### src/rtl/dac_sample_drv.sv
// dac_sample_drv: buffers two's-complement samples in a small FIFO and
// replays them to a DAC at a programmable update rate, converting each
// sample to offset-binary. Empty-FIFO update ticks are flagged and counted.
module dac_sample_drv #(
   parameter int          DEPTH    = 8,
   parameter logic [13:0] MIDSCALE = 14'h2000
) (
   input  logic        ref_clk,
   input  logic        reset,
   input  logic [13:0] s_data,
   input  logic        s_valid,
   output logic        s_ready,
   input  logic        enable,
   input  logic [7:0]  rate_div,
   output logic [13:0] dac_data,
   output logic        dac_update,
   output logic        underrun,
   output logic [15:0] underrun_cnt,
   output logic [3:0]  fifo_level
);

   // DEPTH is a power of two, so AW-bit pointers wrap modulo DEPTH naturally
   localparam int AW = (DEPTH > 1) ? $clog2(DEPTH) : 1;

   logic [13:0]   mem_q [DEPTH];
   logic [AW-1:0] wr_ptr_q, wr_ptr_d;
   logic [AW-1:0] rd_ptr_q, rd_ptr_d;
   logic [3:0]    level_q, level_d;
   logic [7:0]    cnt_q, cnt_d;
   logic [13:0]   dac_data_q, dac_data_d;
   logic          dac_update_q, dac_update_d;
   logic          underrun_q, underrun_d;
   logic [15:0]   underrun_cnt_q, underrun_cnt_d;

   logic          full, empty, tick, push, pop;
   logic [13:0]   head;

   // Occupancy comes from the registered level, so a word written on one
   // edge can only be popped from the following edge onward.
   assign full    = (level_q == 4'(DEPTH));
   assign empty   = (level_q == 4'd0);
   assign s_ready = !full && !reset;
   assign tick    = enable && (cnt_q >= rate_div);
   assign push    = s_valid && s_ready;
   assign pop     = tick && !empty && !reset;
   assign head    = mem_q[rd_ptr_q];

   // Next-state logic for the rate counter, FIFO pointers and DAC outputs
   always_comb begin
      cnt_d          = cnt_q;
      wr_ptr_d       = wr_ptr_q;
      rd_ptr_d       = rd_ptr_q;
      level_d        = level_q;
      dac_data_d     = dac_data_q;
      dac_update_d   = 1'b0;
      underrun_d     = underrun_q;
      underrun_cnt_d = underrun_cnt_q;

      if (!enable) begin
         cnt_d = 8'd0;
      end else if (tick) begin
         cnt_d = 8'd0;
      end else begin
         cnt_d = cnt_q + 8'd1;
      end

      if (push) begin
         wr_ptr_d = wr_ptr_q + AW'(1);
      end

      if (pop) begin
         rd_ptr_d     = rd_ptr_q + AW'(1);
         // Inverting the sign bit maps two's complement onto offset binary
         dac_data_d   = {~head[13], head[12:0]};
         dac_update_d = 1'b1;
      end else if (tick) begin
         underrun_d = 1'b1;
         if (underrun_cnt_q != 16'hFFFF) begin
            underrun_cnt_d = underrun_cnt_q + 16'd1;
         end
      end

      case ({push, pop})
         2'b10:   level_d = level_q + 4'd1;
         2'b01:   level_d = level_q - 4'd1;
         default: level_d = level_q;
      endcase
   end

   // State register; reset discards FIFO contents and parks the DAC at midscale
   always_ff @(posedge ref_clk) begin
      if (reset) begin
         cnt_q          <= 8'd0;
         wr_ptr_q       <= '0;
         rd_ptr_q       <= '0;
         level_q        <= 4'd0;
         dac_data_q     <= MIDSCALE;
         dac_update_q   <= 1'b0;
         underrun_q     <= 1'b0;
         underrun_cnt_q <= 16'd0;
      end else begin
         cnt_q          <= cnt_d;
         wr_ptr_q       <= wr_ptr_d;
         rd_ptr_q       <= rd_ptr_d;
         level_q        <= level_d;
         dac_data_q     <= dac_data_d;
         dac_update_q   <= dac_update_d;
         underrun_q     <= underrun_d;
         underrun_cnt_q <= underrun_cnt_d;
      end
   end

   // Sample storage; push is already qualified by reset through s_ready
   always_ff @(posedge ref_clk) begin
      if (push) begin
         mem_q[wr_ptr_q] <= s_data;
      end
   end

   assign dac_data     = dac_data_q;
   assign dac_update   = dac_update_q;
   assign underrun     = underrun_q;
   assign underrun_cnt = underrun_cnt_q;
   assign fifo_level   = level_q;

endmodule

### config.mk
export PLATFORM = sky130hd
export DESIGN_NAME = dac_sample_drv
export DESIGN_NICKNAME = d
export VERILOG_FILES = /design/src/rtl/dac_sample_drv.sv
export SDC_FILE = /design/constraint.sdc
export NUM_CORES = 1
export LEC_CHECK = 0
export CORE_AREA = 2 2 154 156
export CTS_CLUSTER_DIAMETER = 50
export DETAILED_ROUTE_END_ITERATION = 8
export DIE_AREA = 0 0 156 158
export GPL_TIMING_DRIVEN = 0
export RECOVER_POWER = 50
export SKIP_CTS_REPAIR_TIMING = 1
export SLEW_MARGIN = 25
export SYNTH_ARGS = -nofsm -noshare
export SYNTH_HDL_FRONTEND = slang
export SYNTH_SLANG_ARGS = --single-unit
### constraint.sdc
create_clock -name ref_clk -period 4.65 [get_ports ref_clk]
set_clock_uncertainty 0.2 [all_clocks]
set_input_delay 0.6975 -clock ref_clk [delete_from_list [all_inputs] [get_ports ref_clk]]
set_output_delay 0.6975 -clock ref_clk [all_outputs]
set_load 0.02 [all_outputs]
==> results.yml <==
run_status:
  status: "complete, no violations"
route:
  viasPerCell: 4.98
  routed_wl_um: 15200
  drc_errors: 0
  met2_wirelength_um: 6900
  num_vias: 4269
  wl_met1_um: 7030
  ant_nets: 0
  drt_pass1_iterations: 5
  drt_iter0_markers: 247
  maxUsedRoutingLayer: "met4"
  wl_per_cell_um: 17.7
  dr_wl_met3_um: 1110
hold_path:
  hp-class: "flip-flop to flip-flop"
clock_network:
  clk_path_buf_depth: 2
  cts_buffers: 17
  clkSinkCount: 165
  path_clk_slew_ns: 0.06
  cts_root_buf: "clkbuf_16"
  cts_max_level: 4
  clkLatencyLatePin_ns: 0.43
  cts_tree: "built"
placed_design:
  io_buffers: 61
  place_congestion: 0.815
  hpwl_um: 10700
power:
  power_density_nw_per_um2: 363
  internal_power_uw: 2380
  switchingPower_uw: 693
  pwr-share-comb: 0.037
  clkPwrFrac: 0.446
  power_leakage_uw: 0.00281
  seqPwrFrac: 0.517
  finalPower_uw: 3070
  vdd_drop_max_v: 0.000276
  swShare: 0.226
synthesis:
  ys_types: 45
  async_flop_share: 0
  syn_area_um2: 6800
  seq_area_frac_synth: 0.651
  ys.flop_type: "edfxtp_1"
  synth_cells: 463
  yosysTopAreaCellShare: 0.495
  ys_seq_elements: 165
  synth_edf_count: 112
  avgSynthCellArea_um2: 14.7
  yosysWarnings: 0
  yosys-top-cells-area: "edfxtp_1, dfxtp_1, mux4_2"
  syn-num-nets: 504
  yosysTopAreaCell: "edfxtp_1"
timing:
  fin_crit_ns: 4.15
  rsz0062_at_grt: "no"
  setup_viol: 0
  slew_headroom: 0.408
  timing.final.crit_share: 0.892
  max_freq_mhz: 241
  fin_tns_setup_ns: 0
  worst_slew_pin_slew_ns: 0.887
  final_hold_viol_count: 0
  slew_viol_final: 0
setup_path:
  startpoint_type: "input pin"
  worstPathBufferInverterCount: 2
  cp-end-kind: "flip-flop"
  crit_family: "compound AO/OA/AOI/OAI gates"
  worst_path_max_delay_cell: "a2111oi_0"
  cp.arrival_ns: 4.30
  cp_max_fo: 10
  worstPathCellList: "clkdlybuf4s50_1, ha_1, nand2b_1, a2111oi_0, o31ai_1, clkbuf_1, nand2_1, nor2_1, ha_1, xor2_1, ha_1, a21oi_1, xor2_1, or3_1, a21oi_1"
  worstPathRequired_ns: 4.80
  path_common_cell: "ha_1"
  cp_slowest_stage_delay_ns: 0.59
  worstSetupPathType: "input pin to flip-flop"
grt:
  grt_pass1_wl_um: 23800
  grt_pass1_vias: 4311
  antenna_found_initial: 1
  groute.usage.overall: 0.129
  overflow: 0
  grt_max_degree: 17
cells_and_area:
  nets: 594
  nFillCells: 2180
  area_delta_synth_final_pct: 24.5
  drive_above_1_share: 0.161
  regArea_um2: 4420
  multi_input_area_um2: 2240
die:
  rows: 56
  coreArea_um2: 23100
  fp.dieArea_um2: 24600
  die_x_um: 156
  die_y_um: 158
  io_pins: 63
  start_util: 0.295
job:
  maxCapViolCount: 0
final timing paths:
| check | from | endpoint | slack (ns) | depth (start not counted) |
|---|---|---|---|---|
| setup / recovery | rate_div[0] | fifo_level[2] | 0.50 | 15 |
| setup reg to reg | cnt_q[0] | fifo_level[2] | 0.70 | 15 |
| hold reg to reg | dac_data[13] | dac_data[13] | 0.30 | 1 |
| hold / removal | dac_data[13] | dac_data[13] | 0.30 | 1 |
cell usage after synthesis, types with 2 or more instances:
cell type	n
a21oi_1	33
nor4b_1	2
mux2_2	7
or3_1	4
nand3b_1	2
nand2b_1	6
buf_2	6
edfxtp_1	112
a311oi_1	13
xor2_1	10
clkbuf_1	18
ha_1	15
mux4_2	28
dfxtp_1	53
nand4_1	6
buf_4	2
nor2b_1	7
inv_1	12
o31ai_1	10
o21a_1	2
or4_1	9
mux2i_1	14
and3_1	2
o21bai_1	2
nor3_1	6
nor2_1	32
nor4_1	2
o21ai_0	6
nand3_1	14
nand2_1	13
kinds of logic after synthesis:
family	share of synthesized area
AND/OR/NAND/NOR	0.0900
flip-flops	0.651
buffers and inverters	0.0232
XOR/XNOR	0.0142
multiplexers	0.125
adder cells (fa/ha/maj)	0.0276
AO/OA/AOI/OAI	0.0694
through the flow:
stage,cells,instance area [um^2],worst slack [ns],hold slack (ns),util
after floorplan,463,6800,1.06,0.249,-
after global placement,814,7770,0.0471,0.285,0.337
after detailed placement,824,7900,0.0498,0.286,0.343
after CTS,856,8470,0.493,0.302,0.368
after global routing,856,8460,0.214,0.331,0.367
final,857,8460,0.504,0.303,0.367
layer usage:
| layer | track usage | vias to the layer above |
|---|---|---|
| li1 | - | 1991 |
| met1 | 0.174 | 2128 |
| met2 | 0.201 | 135 |
| met3 | 0.0378 | 15 |
| met4 | 0.0389 | 0 |
| met5 | 0 | - |
power by group through the flow:
stage | registers (uW) | clock network (uW) | logic (uW)
6_report | 1590 | 1370 | 114
4_1_cts | 1590 | 1400 | 118
2_1_floorplan | 1620 | 0 | 54.7
3_3_place_gp | 1620 | 0 | 109
5_1_grt | 1590 | 1460 | 125
3_5_place_dp | 1620 | 0 | 118
layout by cell type, fill, tap and decap left out, types with 4 or more instances in the layout:
cell type / instances
or3_1: 4
mux2i_1: 14
inv_1: 12
a21oi_1: 33
nand2b_1: 6
edfxtp_1: 112
clkbuf_1: 20
or4_1: 9
nor2b_1: 7
nor2_2: 6
mux4_2: 28
nand3_1: 14
ha_1: 15
dfxtp_1: 53
xor2_1: 10
mux2_2: 7
dlygate4sd3_1: 48
o21ai_0: 6
o31ai_1: 10
nand2_1: 13
nor3_1: 5
buf_4: 4
nor2_1: 26
a311oi_1: 13
buf_2: 6
nand4_1: 6
clkinv_4: 5
buf_6: 4
clkdlybuf4s50_1: 13
clkbuf_16: 17
state kept, by name (all words and copies together) (netlist names), named ones only:
register / flops
cnt_q: 8
rd_ptr_q: 3
mem_q: 112
underrun: 1
fifo_level: 4
wr_ptr_q: 3
dac_update: 1
underrun_cnt: 16
dac_data: 14
final cells by class:
type                            instances  area share
Timing Repair Buffer                   71      0.0837
Clock inverter                         15      0.0171
Buffer                                 26      0.0133
Sequential cell                       165       0.523
Inverter                               12     0.00532
Clock buffer                           17      0.0503
Tap cell                              290      0.0429
Multi-Input combinational cell        260       0.264
Antenna cell                            1    0.000296
worst register-to-register path: cells and delay by family, from the launching register on:
kind,cells,cell delay [ns]
compound gates,4,1.12
buf+inv,2,0.37
xor+xnor,2,0.27
simple gates,4,0.75
fa+ha+maj,3,0.74
flops,1,0.44
Power figures use the tool's default switching activity.
